===== config.mk =====
export PLATFORM = sky130hd
export DESIGN_NAME = banner_overlay
export DESIGN_NICKNAME = d
export VERILOG_FILES = /design/src/rtl/pong_pkg.sv /design/src/rtl/banner_rom.sv /design/src/rtl/banner_overlay.sv
export SDC_FILE = /design/constraint.sdc
export NUM_CORES = 1
export LEC_CHECK = 0
export ABC_AREA = 1
export BUFFER_PORTS_ARGS = -buffer_cell sky130_fd_sc_hd__buf_4
export CORE_MARGIN = 4
export CORE_UTILIZATION = 55
export CTS_BUF_LIST = sky130_fd_sc_hd__clkbuf_4 sky130_fd_sc_hd__clkbuf_8
export DETAILED_ROUTE_END_ITERATION = 6
export GPL_TIMING_DRIVEN = 1
export PLACE_DENSITY = 0.79
export SLEW_MARGIN = 40
export SYNTH_ARGS = -nofsm -noshare
export SYNTH_HDL_FRONTEND = slang
export SYNTH_SLANG_ARGS = --single-unit

===== constraint.sdc =====
create_clock -name clk -period 12.9 [get_ports clk]
set_input_delay 2.58 -clock clk [delete_from_list [all_inputs] [get_ports clk]]
set_output_delay 2.58 -clock clk [all_outputs]
set_load 0.005 [all_outputs]

===== src/rtl/pong_pkg.sv =====
// Shared pong display constants, the banner overlay state encoding and the
// pattern used to fill the banner ROM.
package pong_pkg;

   localparam int H_ACTIVE = 640;
   localparam int V_ACTIVE = 480;
   localparam int COORD_W  = 13;

   typedef enum logic [1:0] {
      IDLE   = 2'd0,
      REVEAL = 2'd1,
      SHOW   = 2'd2
   } state_t;

   // ROM image bit for a flat address. Bit = ~(a[0] ^ a[1]) inside banner 0,
   // inverted for every banner past the first. The banners therefore differ
   // from each other and are not uniform inside one banner.
   function automatic logic banner_bit(input logic [31:0] addr, input int msg_words);
      return ~(addr[0] ^ addr[1] ^ (addr >= 32'(msg_words)));
   endfunction

endpackage


===== src/rtl/banner_rom.sv =====
// Single-port banner image ROM with a registered read (one cycle of latency).
// The contents are generated from a fixed pattern, so the image needs no
// external file.
module banner_rom
   import pong_pkg::*;
#(
   parameter int DEPTH     = 35136,
   parameter int ADDR_W    = 16,
   parameter int MSG_WORDS = 17568
) (
   input  logic              clk,
   input  logic [ADDR_W-1:0] addr,
   output logic              data
);

   // registered read; addresses past the image return dark
   always_ff @(posedge clk) begin
      if (32'(addr) < 32'(DEPTH)) data <= banner_bit(32'(addr), MSG_WORDS);
      else                        data <= 1'b0;
   end

endmodule


===== src/rtl/banner_overlay.sv =====
// Banner overlay: places one of NUM_MSG 1-bit banners at (X0,Y0) in the raster,
// with a frame-locked left-to-right reveal wipe and optional blinking.
// pixel/in_box follow row/col by two clocks: stage 1 registers the box test and
// the ROM address, and stage 2 is the ROM read.
module banner_overlay
   import pong_pkg::*;
#(
   parameter int NUM_MSG      = 2,
   parameter int IMG_W        = 244,
   parameter int IMG_H        = 72,
   parameter int X0           = 181,
   parameter int Y0           = 209,
   parameter int COORD_W      = pong_pkg::COORD_W,
   parameter int REVEAL_STEP  = 8,
   parameter int BLINK_FRAMES = 30
) (
   input  logic                                          clk,
   input  logic                                          reset,
   input  logic [COORD_W-1:0]                            row,
   input  logic [COORD_W-1:0]                            col,
   input  logic                                          frame_start,
   input  logic                                          show,
   input  logic [((NUM_MSG > 1) ? $clog2(NUM_MSG) : 1)-1:0] show_sel,
   input  logic                                          blink_en,
   output logic                                          pixel,
   output logic                                          in_box,
   output logic                                          busy,
   output logic [1:0]                                    state_dbg,
   output logic [$clog2(IMG_W+1)-1:0]                    reveal_dbg
);

   localparam int SEL_W     = (NUM_MSG > 1) ? $clog2(NUM_MSG) : 1;
   localparam int MSG_WORDS = IMG_W * IMG_H;
   localparam int DEPTH     = NUM_MSG * MSG_WORDS;
   localparam int ADDR_W    = $clog2(DEPTH);
   localparam int RC_W      = $clog2(IMG_W + 1);
   localparam int BC_W      = (BLINK_FRAMES > 1) ? $clog2(BLINK_FRAMES) : 1;

   localparam logic [COORD_W-1:0] X_LO = COORD_W'(X0);
   localparam logic [COORD_W-1:0] X_HI = COORD_W'(X0 + IMG_W);
   localparam logic [COORD_W-1:0] Y_LO = COORD_W'(Y0);
   localparam logic [COORD_W-1:0] Y_HI = COORD_W'(Y0 + IMG_H);

   state_t            state;
   logic [SEL_W-1:0]  sel_q;
   logic [RC_W-1:0]   reveal_cols;
   logic [BC_W-1:0]   blink_cnt;
   logic              blink_phase;
   logic              sel_ok;
   logic              show_ok;
   logic [RC_W:0]     step_sum;

   logic [COORD_W-1:0] dx, dy;
   logic               box;
   logic               reveal_ok;
   logic [ADDR_W-1:0]  addr;

   logic [ADDR_W-1:0]  addr_q;
   logic               box_q, ok_q, gate_q;
   logic               box2_q, gate2_q;
   logic               rom_data;

   // Only a select that does not name a stored banner can be out of range.
   // When every code of show_sel is a valid banner, the range check is not built.
   if ((1 << SEL_W) > NUM_MSG) begin : g_sel_chk
      assign sel_ok = (show_sel < SEL_W'(NUM_MSG));
   end else begin : g_sel_all
      assign sel_ok = 1'b1;
   end

   // An out-of-range select behaves exactly like show=0.
   assign show_ok  = show & sel_ok;
   assign step_sum = {1'b0, reveal_cols} + (RC_W+1)'(REVEAL_STEP);

   // Control FSM: entry latches the banner, REVEAL widens the wipe per frame,
   // SHOW runs the blink. Dropping show returns to IDLE from any state.
   always_ff @(posedge clk) begin
      if (reset) begin
         state       <= IDLE;
         sel_q       <= '0;
         reveal_cols <= '0;
         blink_cnt   <= '0;
         blink_phase <= 1'b1;
      end else if (!show_ok) begin
         state       <= IDLE;
         reveal_cols <= '0;
         blink_cnt   <= '0;
         blink_phase <= 1'b1;
      end else if (state != IDLE && show_sel != sel_q) begin
         // switching banners restarts the wipe from column 0
         state       <= REVEAL;
         sel_q       <= show_sel;
         reveal_cols <= '0;
         blink_cnt   <= '0;
         blink_phase <= 1'b1;
      end else begin
         case (state)
            IDLE: begin
               // a frame_start in this same cycle is not a wipe step
               state       <= REVEAL;
               sel_q       <= show_sel;
               reveal_cols <= '0;
            end
            REVEAL: begin
               if (frame_start) begin
                  if (step_sum >= (RC_W+1)'(IMG_W)) begin
                     reveal_cols <= RC_W'(IMG_W);
                     state       <= SHOW;
                  end else begin
                     reveal_cols <= step_sum[RC_W-1:0];
                  end
               end
            end
            SHOW: begin
               if (blink_en) begin
                  if (frame_start) begin
                     if (blink_cnt == BC_W'(BLINK_FRAMES - 1)) begin
                        blink_cnt   <= '0;
                        blink_phase <= ~blink_phase;
                     end else begin
                        blink_cnt <= blink_cnt + 1'b1;
                     end
                  end
               end else begin
                  blink_cnt   <= '0;
                  blink_phase <= 1'b1;
               end
            end
            default: state <= IDLE;
         endcase
      end
   end

   // Stage-1 math. The address is built at full ROM width before the adds.
   // Outside the box the address is forced to 0, so the ROM is never indexed
   // out of range.
   always_comb begin
      dx        = col - X_LO;
      dy        = row - Y_LO;
      box       = (col >= X_LO) && (col < X_HI) && (row >= Y_LO) && (row < Y_HI);
      reveal_ok = (dx < COORD_W'(reveal_cols));
      addr      = '0;
      if (box) begin
         addr = ADDR_W'(sel_q) * ADDR_W'(MSG_WORDS)
              + ADDR_W'(dy) * ADDR_W'(IMG_W)
              + ADDR_W'(dx);
      end
   end

   // Stage-1 registers. The display gate captures the state seen in this cycle.
   always_ff @(posedge clk) begin
      if (reset) begin
         addr_q <= '0;
         box_q  <= 1'b0;
         ok_q   <= 1'b0;
         gate_q <= 1'b0;
      end else begin
         addr_q <= addr;
         box_q  <= box;
         ok_q   <= reveal_ok;
         gate_q <= (state != IDLE) && blink_phase;
      end
   end

   banner_rom #(
      .DEPTH     (DEPTH),
      .ADDR_W    (ADDR_W),
      .MSG_WORDS (MSG_WORDS)
   ) u_rom (
      .clk  (clk),
      .addr (addr_q),
      .data (rom_data)
   );

   // Stage-2 registers, aligned with the ROM read data.
   always_ff @(posedge clk) begin
      if (reset) begin
         box2_q  <= 1'b0;
         gate2_q <= 1'b0;
      end else begin
         box2_q  <= box_q;
         gate2_q <= box_q & ok_q & gate_q;
      end
   end

   assign pixel      = rom_data & gate2_q;
   assign in_box     = box2_q;
   assign busy       = (state != IDLE);
   assign state_dbg  = state;
   assign reveal_dbg = reveal_cols;

endmodule

# Yosys cells after proc, flatten, opt, wreduce, memory -nomap -nowiden
# Index checks and enable logic that the tools add are counted.
[totals] in_bits=32 register_bits=39
[classes] n_reduce_logical=18 eq_ne=11 bitwise_logic=10 mux=15 n_lt_le_gt_ge=8 addsub=6 n_mul=2
[op_table] op="13-bit by 8-bit greater-or-equal comparator with 1-bit output, second input constant" count=2
[op_table] op="13-bit by 9-bit < comparator with 1-bit output, second input constant" count=2
[op_table] op="13-bit by 8-bit subtractor with 13-bit output, second input constant" count=2
[op_table] op="16-bit by 13-bit adder with 16-bit output" count=1
[op_table] op="16-bit adder" count=1
[op_table] op="16-bit by 15-bit greater-or-equal comparator with 1-bit output, second input constant" count=1
[op_table] op="16-bit < comparator, second input constant" count=1
[op_table] op="8-bit 2-to-1 mux" count=2
[op_table] op="8-bit one-hot mux with 2 select lines" count=1
[op_table] op="5-bit 2-to-1 mux" count=3
[op_table] op="13-bit by 6-bit multiplier with 14-bit output, second input constant" count=1
[op_table] op="13-bit by 8-bit < comparator with 1-bit output" count=1
[op_table] op="1-bit by 10-bit multiplier with 11-bit output, second input constant" count=1
[op_table] op="8-bit by 4-bit adder with 9-bit output, second input constant" count=1
[op_table] op="9-bit by 8-bit greater-or-equal comparator with 1-bit output, second input constant" count=1
[op_table] op="3-bit AND reduction" count=3
[op_table] op="2-bit inequality test, second input constant" count=4
[op_table] op="1-bit 2-to-1 mux" count=6
[op_table] op="3-bit inequality test, second input constant" count=2
[op_table] op="2-bit one-hot mux with 3 select lines" count=1
[op_table] op="2-bit AND reduction" count=3
[op_table] op="2-bit nonzero test" count=3
[op_table] op="5-bit by 1-bit adder with 5-bit output, second input constant" count=1
[op_table] op="5-bit == test, second input constant" count=1
[op_table] op="other kinds (12)" count=25

# Longest topological paths before layout
# Gate-level depths: netlist of the first run.
[logic_depth] word_depth=6 ltp_mapped=35

# Modules after synthesis
# From an unflattened synthesis of the first run, not the netlist that was laid out.
[unflattened] hier_cells=630 area_unflattened_um2=4483.0
[modules_own_cells] mod="banner_overlay" instances=1 seq_area_each_um2=720.7 area_per_inst_um2=4320.4 cells_each=596
[modules_own_cells] mod="banner_rom" instances=1 seq_area_each_um2=20.0 area_per_inst_um2=162.7 cells_each=34

# Worst setup path before layout of the first run
# OpenSTA, ideal clock, no wires.
[synth_timing] kind="in2reg" from="input port row[0]" to="register addr_q[15]" setup_ns=0.115 path_stages=26 path_buffers=0 slack_ns=5.306 t_arrival_ns=7.479 path_cell_list="inv_1 -> ha_1 -> xor2_1 -> ha_1 -> xor2_1 -> fa_1 -> inv_1 -> fa_1 -> inv_1 -> ha_1 -> nand2_1 -> o21ai_0 -> xor2_1 -> fa_1 -> ha_1 -> nand2_1 -> o21a_1 -> nand2_1 -> inv_1 -> o21ai_0 -> nand2_1 -> inv_1 -> o21a_1 -> nand3_2 -> nand2_1 -> nor2_1"
[synth_via] elab_chain_len=5 elab_cells_between_ends=10
[synth_lines] item="start: declaration" line="banner_overlay.sv:19" rtl="input logic [COORD_W-1:0] row,"
[synth_lines] item="parallel branches: the longest is 5 deep, another holds 16-bit adder"
[synth_lines] item="end signal: assignment" line="banner_overlay.sv:158" rtl="addr_q <= addr;"
[synth_lines] item="end: declaration" line="banner_overlay.sv:58" rtl="logic [ADDR_W-1:0] addr_q;"
# Several ways; the timed one is not identified.
# A chain may end at the register's enable or synchronous reset.

# Final worst setup path of the first run
# Same ends and word-level chain as after synthesis.

==> results of run 1 <==
## layer usage
layer / vias up / share of wire [%] / GRT usage [%]
li1: 1983 / - / -
met1: 1702 / 48 / 27.5
met2: 94 / 46 / 33.0
met3: 15 / 4.1 / 2.09
met4: 0 / 2.0 / 4.75
met5: - / 0 / 0
## Yosys cell counts, types with 2 or more instances
| cell type | count | share of area (%) |
|---|---|---|
| buf_4 | 2 | 0.35 |
| xnor2_1 | 18 | 3.6 |
| a31oi_1 | 7 | 1.0 |
| nand2_4 | 2 | 0.52 |
| inv_2 | 4 | 0.35 |
| nand3b_1 | 2 | 0.35 |
| a21boi_0 | 2 | 0.35 |
| a21oi_1 | 26 | 3.0 |
| xor2_1 | 27 | 5.5 |
| a21o_1 | 4 | 0.70 |
| nand2_2 | 10 | 1.4 |
| nand2_1 | 104 | 9.0 |
| o21ai_0 | 17 | 2.0 |
| o21bai_1 | 2 | 0.35 |
| nand4_1 | 5 | 0.72 |
| o21ai_1 | 2 | 0.23 |
| nor4_1 | 2 | 0.29 |
| nand3_2 | 4 | 0.93 |
| nand3_1 | 31 | 3.6 |
| a211oi_1 | 2 | 0.35 |
| fa_1 | 24 | 11 |
| nor3_1 | 7 | 0.81 |
| ha_1 | 59 | 17 |
| or2_2 | 7 | 1.0 |
| and3_1 | 2 | 0.29 |
| buf_6 | 2 | 0.52 |
| a41oi_1 | 2 | 0.41 |
| dfxtp_1 | 34 | 16 |
| nor2_1 | 51 | 4.4 |
| nor2_2 | 2 | 0.29 |
| inv_1 | 112 | 9.7 |
| o31ai_1 | 2 | 0.35 |
| o21a_1 | 4 | 0.70 |
## path summary, 6_finish.rpt
path,slack [ns],from,to,depth (start not counted)
worst min-delay path,0.41,box_q$_SDFF_PP0_,in_box$_SDFF_PP0_,2
worst max-delay path,4.97,row[0],addr_q[15]$_SDFF_PP0_,27
worst min register to register,0.41,box_q$_SDFF_PP0_,in_box$_SDFF_PP0_,2
worst max register to register,10.01,sel_q$_SDFFE_PP0P_,addr_q[12]$_SDFF_PP0_,10
## flip-flops by register name (all words and copies together) (netlist names)
register,cells
sel_q,1
blink_cnt,5
u_rom.data,1
gate_q,1
in_box,1
reveal_dbg,6
addr_q,13
blink_phase,1
gate2_q,1
box_q,1
state_dbg,2
ok_q,1
## critical path, cell delays in order
cell	delay [ns]
buf_4	0.13
inv_1	0.19
ha_1	0.23
xor2_1	0.47
ha_1	0.35
xor2_1	0.19
fa_1	0.55
inv_1	0.05
fa_1	0.52
inv_1	0.04
ha_1	0.35
nand2_1	0.06
o21ai_0	0.25
xor2_1	0.22
fa_1	0.45
ha_1	0.38
nand2_1	0.08
o21a_1	0.19
nand2_1	0.10
inv_1	0.05
o21ai_0	0.20
nand2_1	0.07
inv_1	0.07
o21a_1	0.15
nand3_2	0.07
nand2_1	0.06
nor2_1	0.04
## cell families after synthesis
family / count (synthesis)
buf+inv: 120
other cells: 1
fa+ha+maj: 84
compound gates: 76
xor+xnor: 46
flops: 34
simple gates: 233
## stage by stage
step           std cells  hold slack [ns]
5_1_grt              743            0.430
2_1_floorplan        595            0.396
6_report             743            0.410
4_1_cts              743            0.412
3_5_place_dp         735            0.409
3_3_place_gp         735            0.408
## power breakdown
part / internal (mW) / leakage, nW / switching (mW)
Combinational: 0.359 / 2.17 / 0.537
Clock: 0.0774 / 0.0683 / 0.0385
Sequential: 0.106 / 0.275 / 0.00104
Total: 0.542 / 2.51 / 0.577
## layout make-up
class | instances | share of cell area, %
flip-flops and latches | 34 | 14.0
repair buffers | 42 | 6.48
multi-input cells | 441 | 65.1
well taps | 102 | 2.62
clock inverters | 3 | 1.41
clock buffers | 5 | 1.41
inverters | 116 | 8.95
==> flow_metrics.py, run 1 <==
metrics = {
    "clocking": {
        "h-tree-depth": 2,
        "clk_latency_ns": 0.28,
        "tritoncts": "built",
        "cts-root-buf": "clkbuf_8",
        "clkTransAtPathRegs_ns": 0.07,
        "cts.path.max_buffers": 2,
        "postCtsSetupBuffers": 0,
        "cts_buffers": 5,
        "cts_sinks": 34,
        "ctsResizeCount": 0,
        "cts_hold_buf": 0,
    },
    "yosys": {
        "synthMuxAreaShare_pct": 0,
        "synth_edf_count": 0,
        "synth_seq_cells": 34,
        "synthCells": 594,
        "synth_area_um2": 4320,
        "ys_async_sr_fraction_pct": 0,
        "syn_avg_cell_area_um2": 7.27,
        "synth_cell_types": 46,
        "synthXorXnorAreaFrac_pct": 9.50,
        "synthFlopType": "dfxtp_1",
        "synth-simple-area-share_pct": 24.6,
        "synth-compound-area-share_pct": 10.6,
        "yosys_warnings": 0,
        "synth_top_family_by_area": "adder cells",
        "ys_seq_area_share_pct": 15.8,
        "synthAdderAreaFrac_pct": 28.4,
    },
    "global_route": {
        "grt_max_degree": 13,
        "grtUsageTotal_pct": 19.8,
        "grt_pass1_wl_mm": 15.8,
        "overflow": 0,
        "grt_antenna_before_repair": 0,
        "grt_pass1_vias": 3609,
    },
    "place": {
        "place_ws_ns": 4.72,
        "port-buffer-count": 42,
        "gp_congestion": 0.887,
        "hpwl_mm": 7.89,
        "dpl-instance-area_um2": 4730,
    },
    "worst_hold_path": {
        "hp-class": "reg -> reg",
    },
    "sta": {
        "period_needed_ns": 7.93,
        "fin_worst_skew_ns": 0.00478,
        "hold_viol": 0,
        "worstMarginPinSlew_ns": 0.659,
        "fmax_mhz": 126,
        "setup_violations": 0,
        "fin_crit_sh_pct": 61.5,
        "setup_tns_ns": 0,
        "worst_slack_ns": 4.97,
        "finalMaxSlewViolations": 0,
        "max_slew_margin_pct": 55.9,
        "rsz0062_at_grt": "no",
    },
    "pwr": {
        "peakVddDrop_mv": 0.139,
        "power_leakage_nw": 2.51,
        "cellPowerDensity_nw_per_um2": 230,
        "power_mw": 1.12,
    },
    "floorplan": {
        "core_area_um2": 7690,
        "io_pins": 45,
        "num_rows": 32,
        "die_h_um": 96.6,
        "die_w_um": 96.6,
        "initial_core_util_pct": 56.2,
        "die_area_um2": 9340,
    },
    "drt": {
        "dr.pass1.iters": 5,
        "wl_per_cell_um": 12.2,
        "viasPerCell": 5.11,
        "vias": 3794,
        "drt_iter0_drc": 122,
        "wirelength_mm": 9.09,
        "ant_nets": 0,
        "drc": 0,
    },
    "layout": {
        "postLayoutCellArea_um2": 4870,
        "area_delta_synth_final_pct": 12.7,
        "seq_area_um2": 681,
        "post-route-util_pct": 63.3,
        "multi_input_area_um2": 3170,
        "final_common_cell": "inv_1",
        "final_cell_mix": "inv_1, nand2_1, ha_1",
        "fillers": 676,
        "nets": 755,
        "drive_gt1_share_pct": 13.4,
        "diodes": 0,
    },
    "setup_path": {
        "required_ns": 13.08,
        "start_kind": "input port",
        "worst_ep_arrival_time_ns": 8.11,
        "crit_type": "in -> reg",
        "cp-end-kind": "flip-flop",
        "crit_fanout": 7,
    },
    "status": {
        "status": "complete, no violations",
    },
    "run": {
        "drv_cap": 0,
    },
}
Power figures use the tool's default switching activity.
==> run 2: changes to the inputs <==
- PLACE_DENSITY: 0.79 -> 0.82
- clock period: 12.9 -> 7.1 ns (I/O delays scaled with it)
==> run 2 against run 1 <==
Compared with the run above:
- clock-buffer cell count unchanged
- power increased by 80%
- flip-flop and latch count unchanged
- critical path depth unchanged
- final cell count increased by 0.13%
- via count increased by 1.4%
- sequential power increased by 81%
- cell area increased by 0.54%
- core utilization increased by 0.34 points
- first-iteration DRC count increased by 30%
- clock skew increased by 0.0041 ns
- global-route usage increased by 0.64 points
- critical path type unchanged
- critical endpoint unchanged
- largest cell class unchanged
==> flow_metrics.py, run 2 (synthesis results as in run 1) <==
metrics = {
    "place": {
        "port-buffer-count": 42,
        "dpl-instance-area_um2": 4740,
        "place_ws_ns": -0.0621,
        "hpwl_mm": 7.94,
        "dp.cells": 736,
        "gp_congestion": 0.954,
    },
    "layout": {
        "diodes": 0,
        "area_delta_synth_final_pct": 13.3,
        "top_register": "addr_q",
        "drive_gt1_share_pct": 13.7,
        "postLayoutCellArea_um2": 4890,
        "post-route-util_pct": 63.7,
        "nets": 756,
        "final_common_cell": "inv_1",
        "largest_register_ffs": 13,
        "final_cell_mix": "inv_1, nand2_1, ha_1",
        "final_cells": 744,
    },
    "clocking": {
        "ctsResizeCount": 0,
        "clkTransAtPathRegs_ns": 0.08,
        "postCtsSetupBuffers": 0,
        "cts_sinks": 34,
        "h-tree-depth": 2,
        "cts_hold_buf": 0,
        "clk_latency_ns": 0.29,
        "cts.path.max_buffers": 2,
        "tritoncts": "built",
        "cts_buffers": 5,
        "cts-root-buf": "clkbuf_8",
    },
    "run": {
        "drv_cap": 0,
    },
    "worst_hold_path": {
        "holdPathStages": 2,
        "hp-class": "reg -> reg",
        "holdCritStartpoint": "box_q$_SDFF_PP0_",
        "hold_end": "in_box$_SDFF_PP0_",
    },
    "drt": {
        "wirelength_mm": 9.21,
        "drt_iter0_drc": 159,
        "ant_nets": 0,
        "drc": 0,
        "wl_per_cell_um": 12.4,
        "dr.pass1.iters": 5,
        "vias": 3848,
        "viasPerCell": 5.17,
    },
    "global_route": {
        "grt_antenna_before_repair": 0,
        "grtUsageTotal_pct": 20.4,
        "overflow": 0,
        "grt_pass1_wl_mm": 16.4,
        "grt_pass1_vias": 3800,
        "grt_max_degree": 13,
    },
    "pwr": {
        "p_switching_mw": 1.03,
        "clkPwrFrac_pct": 10.7,
        "p_sw_share_pct": 51.1,
        "p_comb_share_pct": 79.7,
        "cellPowerDensity_nw_per_um2": 411,
        "p_seq_share_pct": 9.6,
        "peakVddDrop_mv": 0.257,
        "internal_power_uw": 983,
        "power_leakage_nw": 2.52,
        "power_mw": 2.01,
    },
    "setup_path": {
        "cp_num_buf_inv": 6,
        "required_ns": 7.28,
        "crit_slowest_cell": "fa_1",
        "worst_r2r_path_depth": 9,
        "worst_path_largest_cell_delay_ns": 0.55,
        "cp_top_family": "adder cells",
        "r2r_end": "addr_q[12]$_SDFF_PP0_",
        "crit_fanout": 7,
        "cp-end-kind": "flip-flop",
        "crit_type": "in -> reg",
        "worst_ep_arrival_time_ns": 6.85,
        "rr_startpoint": "sel_q$_SDFFE_PP0P_",
        "start_kind": "input port",
        "r2r_slack_ns": 4.36,
    },
    "sta": {
        "worst_slack_ns": 0.424,
        "setup_violations": 0,
        "setup_tns_ns": 0,
        "fin_crit_sh_pct": 94.0,
        "hold_viol": 0,
        "fmax_mhz": 150,
        "fin_worst_skew_ns": 0.00892,
        "period_needed_ns": 6.68,
        "holdWs_ns": 0.412,
        "finalMaxSlewViolations": 0,
    },
    "status": {
        "status": "complete, no violations",
    },
    "floorplan": {
        "die_w_um": 96.6,
        "io_pins": 45,
        "core_area_um2": 7690,
        "die_h_um": 96.6,
        "die_area_um2": 9340,
        "num_rows": 32,
        "initial_core_util_pct": 56.2,
    },
}
-- run 2: worst register-to-register path: cells and delay by family, from the launching register on --
kind / cells / cell delay (ns)
DFF: 1 / 0.58
adders and majority gates: 2 / 0.83
AOI/OAI and AO/OA: 5 / 1.07
and+or+nand+nor: 2 / 0.16
-- run 2: how the worst max path moves through the flow --
| stage | from | end | slack [ns] | depth (start not counted) |
|---|---|---|---|---|
| after CTS | row[0] | addr_q[15]$_SDFF_PP0_ | 0.23 | 27 |
| after global routing | row[0] | addr_q[15]$_SDFF_PP0_ | -0.004 | 28 |
| final | row[0] | addr_q[15]$_SDFF_PP0_ | 0.42 | 27 |
| after floorplan | row[0] | addr_q[15]$_SDFF_PP0_ | 0.67 | 26 |
| after global placement | row[0] | addr_q[15]$_SDFF_PP0_ | 0.30 | 27 |
| after detailed placement | row[0] | addr_q[15]$_SDFF_PP0_ | -0.06 | 27 |
-- run 2: power groups by stage --
stage	Sequential [mW]	Clock (mW)	Combinational, mW
global route	0.194	0.224	1.87
global placement	0.198	0	1.53
finish	0.194	0.214	1.60
detailed placement	0.198	0	1.59
CTS	0.194	0.216	1.61
floorplan	0.198	0	1.29
-- run 2: routing by layer --
layer,global-route usage [%],share of wire (%),vias to the layer above
met5,0,0,-
li1,-,-,1978
met2,34.9,48,98
met1,27.6,46,1756
met3,2.45,4.6,16
met4,4.43,1.6,0
-- run 2: area by class of cell --
class,instances,area [µm²]
repair buffers,43,323
clock inverters,3,68.8
clock buffers,5,68.8
multi-input cells,441,3190
fillers,684,2790
flip-flops and latches,34,681
well taps,102,128
inverters,116,435
